File: config.mk
export PLATFORM = sky130hd
export DESIGN_NAME = bscan_byte_bridge_flat
export DESIGN_NICKNAME = d
export VERILOG_FILES = /design/src/rtl/bscan_byte_bridge_if.sv /design/src/rtl/bscan_byte_bridge.sv /design/src/flat_wrapper.sv
export SDC_FILE = /design/constraint.sdc
export NUM_CORES = 1
export LEC_CHECK = 0
export BUFFER_PORTS_ARGS = -buffer_cell sky130_fd_sc_hd__buf_2
export CAP_MARGIN = 20
export CORE_ASPECT_RATIO = 0.6
export CORE_MARGIN = 2
export CORE_UTILIZATION = 44
export CTS_BUF_LIST = sky130_fd_sc_hd__clkbuf_16
export DETAILED_ROUTE_END_ITERATION = 10
export REMOVE_ABC_BUFFERS = 1
export SETUP_SLACK_MARGIN = 0.05
export SYNTH_ARGS = -nofsm -noshare
export SYNTH_HDL_FRONTEND = slang
export SYNTH_SLANG_ARGS = --single-unit
File: constraint.sdc
create_clock -name tck -period 6 [get_ports tck]
set_input_delay 0.6 -clock tck [delete_from_list [all_inputs] [get_ports tck]]
set_output_delay 0.6 -clock tck [all_outputs]
set_load 0.005 [all_outputs]
File: src/rtl/bscan_byte_bridge_if.sv
// Byte stream from the JTAG bridge to the puzzle core.
// The bridge drives the head byte and valid flag; the core answers with ready.
interface bscan_byte_bridge_if;
    logic [7:0] m_data;
    logic       m_valid;
    logic       m_ready;

    modport master (
        output m_data,
        output m_valid,
        input  m_ready
    );

    modport slave (
        input  m_data,
        input  m_valid,
        output m_ready
    );
endinterface

File: src/rtl/bscan_byte_bridge.sv
// Fabric-side endpoint of the USER-instruction JTAG byte protocol: 8-bit DR scans feed a
// byte FIFO toward the core, and a RESULT_WIDTH-bit scan reads the core's answer on tdo.
module bscan_byte_bridge #(
    parameter int unsigned RESULT_WIDTH = 16,
    parameter int unsigned FIFO_DEPTH   = 4
) (
    input  logic                    tck,
    input  logic                    rst_n,
    input  logic                    tdi,
    output logic                    tdo,
    input  logic                    test_logic_reset,
    input  logic                    ir_is_user,
    input  logic                    capture_dr,
    input  logic                    shift_dr,
    input  logic                    update_dr,
    input  logic [RESULT_WIDTH-1:0] result_i,
    bscan_byte_bridge_if.master     m,
    output logic                    overflow,
    output logic [15:0]             rx_count
);

    localparam int unsigned PtrW = $clog2(FIFO_DEPTH);

    logic [RESULT_WIDTH-1:0] shift_q;
    logic [7:0]              rx_q;
    logic [7:0]              bit_cnt_q;

    logic [7:0]              mem_q [FIFO_DEPTH];
    logic [PtrW:0]           wr_ptr_q;
    logic [PtrW:0]           rd_ptr_q;
    logic                    overflow_q;
    logic [15:0]             rx_count_q;

    logic                    tap_active;
    logic                    update_sel;
    logic                    push;
    logic                    pop;
    logic                    empty;
    logic                    full;
    logic                    push_ok;

    // Capture beats shift beats update if the TAP decode ever asserts more than one.
    always_comb begin
        tap_active = ir_is_user && !test_logic_reset;
        update_sel = tap_active && update_dr && !capture_dr && !shift_dr;
        push       = update_sel && (bit_cnt_q == 8'd8);
        pop        = m.m_valid && m.m_ready;
        empty      = (wr_ptr_q == rd_ptr_q);
        full       = (wr_ptr_q[PtrW] != rd_ptr_q[PtrW]) &&
                     (wr_ptr_q[PtrW-1:0] == rd_ptr_q[PtrW-1:0]);
        // A pop in the same cycle frees the slot a full FIFO is about to reuse.
        push_ok    = push && (!full || pop);
    end

    always_ff @(posedge tck) begin
        if (!rst_n) begin
            shift_q   <= '0;
            rx_q      <= '0;
            bit_cnt_q <= '0;
        end else if (test_logic_reset) begin
            shift_q   <= '0;
            rx_q      <= '0;
            bit_cnt_q <= '0;
        end else if (ir_is_user) begin
            if (capture_dr) begin
                shift_q   <= result_i;
                bit_cnt_q <= '0;
            end else if (shift_dr) begin
                shift_q <= {tdi, shift_q[RESULT_WIDTH-1:1]};
                rx_q    <= {tdi, rx_q[7:1]};
                if (bit_cnt_q != 8'hFF) begin
                    bit_cnt_q <= bit_cnt_q + 8'd1;
                end
            end else if (update_dr) begin
                bit_cnt_q <= '0;
            end
        end
    end

    always_ff @(posedge tck) begin
        if (!rst_n) begin
            wr_ptr_q   <= '0;
            rd_ptr_q   <= '0;
            overflow_q <= 1'b0;
            rx_count_q <= '0;
        end else begin
            if (push_ok) begin
                wr_ptr_q   <= wr_ptr_q + 1'b1;
                rx_count_q <= rx_count_q + 16'd1;
            end
            if (pop) begin
                rd_ptr_q <= rd_ptr_q + 1'b1;
            end
            if (push && !push_ok) begin
                overflow_q <= 1'b1;
            end
        end
    end

    // Storage carries no reset; only the pointers define what is valid.
    always_ff @(posedge tck) begin
        if (rst_n && push_ok) begin
            mem_q[wr_ptr_q[PtrW-1:0]] <= rx_q;
        end
    end

    assign m.m_data  = mem_q[rd_ptr_q[PtrW-1:0]];
    assign m.m_valid = !empty;
    assign tdo       = shift_q[0];
    assign overflow  = overflow_q;
    assign rx_count  = rx_count_q;

endmodule

File: src/flat_wrapper.sv
// flat-port wrapper written by rule: the top's interface ports become plain ports
module bscan_byte_bridge_flat 
#(
    parameter int unsigned RESULT_WIDTH = 16,
    parameter int unsigned FIFO_DEPTH   = 4
)
  (tck, rst_n, tdi, tdo, test_logic_reset, ir_is_user, capture_dr, shift_dr, update_dr, result_i, overflow, rx_count, m_m_data, m_m_valid, m_m_ready);
  bscan_byte_bridge_if m_i ();
  input  logic tck;
  input  logic rst_n;
  input  logic tdi;
  output logic tdo;
  input  logic test_logic_reset;
  input  logic ir_is_user;
  input  logic capture_dr;
  input  logic shift_dr;
  input  logic update_dr;
  input  logic [RESULT_WIDTH-1:0] result_i;
  output logic overflow;
  output logic [15:0] rx_count;
  output wire logic [$bits(m_i.m_data)-1:0] m_m_data;
  output wire logic [$bits(m_i.m_valid)-1:0] m_m_valid;
  input wire logic [$bits(m_i.m_ready)-1:0] m_m_ready;
  assign m_m_data = m_i.m_data;
  assign m_m_valid = m_i.m_valid;
  assign m_i.m_ready = m_m_ready;
  bscan_byte_bridge #(.RESULT_WIDTH(RESULT_WIDTH), .FIFO_DEPTH(FIFO_DEPTH)) u_core (.tck(tck), .rst_n(rst_n), .tdi(tdi), .tdo(tdo), .test_logic_reset(test_logic_reset), .ir_is_user(ir_is_user), .capture_dr(capture_dr), .shift_dr(shift_dr), .update_dr(update_dr), .result_i(result_i), .m(m_i), .overflow(overflow), .rx_count(rx_count));
endmodule
==> results.md <==
* Run status: finished, final reports clean
* Placement Rows at 26
* Worst-path clk slew at 0.06 ns
* Worst Skew at 0.00678 ns
* Avg WL per Cell at 15.3 microns
* DP Cell Count at 491
* Die Wd at 124 microns
* Minimum clock period at 2.53 ns
* Cell mode on critical path: and3_1
* Die area at 9460 sq um
* R2R depth at 6
* GP Congestion at 0.876
* Slew margin rel. at 0.311
* Sequential area share after synthesis at 0.551
* Final worst-path cycle share at 0.422
* Total negative slack at 0 ns
* Setup Buffers After CTS at 0
* Post-DP HPWL at 5520 microns
* CP Buf/Inv Count at 1
* CP Capture Type: flip-flop
* TritonCTS clock tree: built
* Synthesized area at 3820 sq um
* Highest clock rate at 395 MHz
* Via count at 2712
* Via-to-Cell Ratio at 5.35
* Nets at 423
* Cell chain of the critical path: buf_2 -> nor4b_1 -> and3_1 -> and2_1 -> and3_1
* Post-synthesis average cell area at 11.0 sq um
* Max Slew Vio Count at 0
* First-pass GRT wire length at 12900 microns
* Diode count at 0
* Num CTS Buffers at 9
* Clk Latency, worst-skew pair at 0.34 ns
* Top FF cell, synth: dfxtp_1
* Asr flop ratio synth at 0
* R2r setup slk at 3.57 ns
* Vias in the first global route at 2537
* Starting Density at 0.451
* Mapped Cells at 346
* Total GRT Usage at 0.174
* Max-cap viol count at 0
* Crit path max-delay family: simple AND/OR/NAND/NOR gates
* Core Util, Final at 0.520
* H-tree levels at 3
* Crit path DAT at 2.53 ns
* CTS max path bufs at 2
* P per Cell Area at 270 nW/um^2
* P_leak at 1.62 nW
* DP Area at 4130 sq um
* Cts repair resizes at 0
* Layout cells sized above 1 at 0.197
* Library cells used by synthesis at 42
* Drt initial violations at 192
* Design area at 4400 sq um
* Worst Tran Pin Value at 1.03 ns
* Register bit count reported by yosys at 89
* Min-delay worst type: reg2reg
* DRT antenna net count at 0
* Hold Path Depth at 2
* EDFF count, synth at 32
* Synth warnings at 0
* Fin. Hold Viols at 0
* Drt total wl at 7730 microns
* Overall Power at 1.19 mW
* Worst path depth at 5
* WP data required at 6.00 ns
* Root Buffer: clkbuf_16
* Nature of the critical path startpoint: primary input
* Post-Layout Cell Count at 507
* Kind of critical path: in2reg
* CP max FO at 22
* Worst Slack Setup Final at 3.47 ns
* Hold buffers post-CTS at 0
* Core Area at 8460 sq um
* Die Ht at 76.1 microns
* Maximum vdd drop at 0.142 mV
* Final setup violating endpoints at 0
* WHS at 0.476 ns
* Worst path max stage delay at 0.47 ns
* IO Port Bufs at 51
* Area grow syn2layout at 15.3%
* Post-Place Worst Slack at 3.10 ns
* Initial DRT Pass Iterations at 4
* CTS sink cnt at 89
* CP max stage cell: and3_1
* DR DRC count at 0
* Largest net degree at the start of global routing at 33
* I/O pins at 52
* Initial antenna violation count at 0
* RSZ-0062 raised after global routing: false
* Total grt overflow at 0
[worst min-delay path, cell delays in order (launching register included)]
cell and delay, ns:
dfxtp_1 0.32, a21oi_1 0.04, nor2_1 0.08
[routing by layer]
metal  part of all wire  vias up  track usage
li1                   -     1355            -
met1               0.53     1274        0.258
met2               0.39       79        0.227
met3              0.077        4       0.0794
met4             0.0056        0       0.0438
met5                  0        -            0
[state kept, by name, indices dropped and copies added (netlist names), named ones only]
signal	cells
u_core.shift_q	16
u_core.rd_ptr_q	3
u_core.overflow	1
u_core.mem_q	32
u_core.wr_ptr_q	3
u_core.rx_q	8
u_core.bit_cnt_q	8
u_core.rx_count	16
[synth_stat cells (4+ instances only)]
cell type	number	area share
buf_1	6	0.0059
o21ai_0	8	0.010
mux4_2	8	0.047
dfxtp_1	57	0.30
xor2_1	4	0.0092
nand2_1	23	0.023
or3_1	8	0.013
and3_1	5	0.0082
a21oi_1	24	0.031
mux2i_1	18	0.047
edfxtp_1	32	0.25
a211oi_1	16	0.031
o31ai_1	4	0.0079
ha_1	8	0.026
and2_1	4	0.0066
nor2_1	36	0.035
inv_1	11	0.011
nand4_1	4	0.0066
nand3_1	21	0.028
clkbuf_1	7	0.0069
xnor2_1	9	0.021
[layout make-up]
type	count	area (sq um)
multi-input cells	228	1590
fillers	782	4060
repair buffers	51	255
clock buffers	9	225
well taps	112	140
flip-flops and latches	89	2100
inverters	11	41.3
clock inverters	7	48.8
[cell families after synthesis]
logic type	after synthesis	share of synthesized area
compound gates	59	0.0951
xor+xnor	13	0.0298
fa+ha+maj	8	0.0262
buf+inv	29	0.0334
flops	89	0.551
mux	27	0.0974
simple gates	121	0.167
[worst paths after layout]
kind	to	from
worst max-delay path	u_core.mem_q[0][6]	capture_dr
worst min-delay path	u_core.overflow	u_core.overflow
worst max register to register	u_core.mem_q[0][6]	u_core.bit_cnt_q[0]
worst min register to register	u_core.overflow	u_core.overflow
[report_power, final]
group	total, mW	switching, mW	internal, mW	leakage [nW]
clock	0.515	0.235	0.280	0.129
sequential	0.628	0.00258	0.625	0.756
combinational	0.0447	0.0273	0.0174	0.732
[layout by cell type (no fill, tap or decap), types with 9 or more instances in the layout]
master,instances
dfxtp_1,57
buf_2,51
nor2_1,36
edfxtp_1,32
a21oi_1,24
nand2_1,23
nand3_1,21
mux2i_1,18
a211oi_1,16
inv_1,12
xnor2_1,9
clkbuf_16,9
No activity file was read; power rests on OpenSTA's default activity.
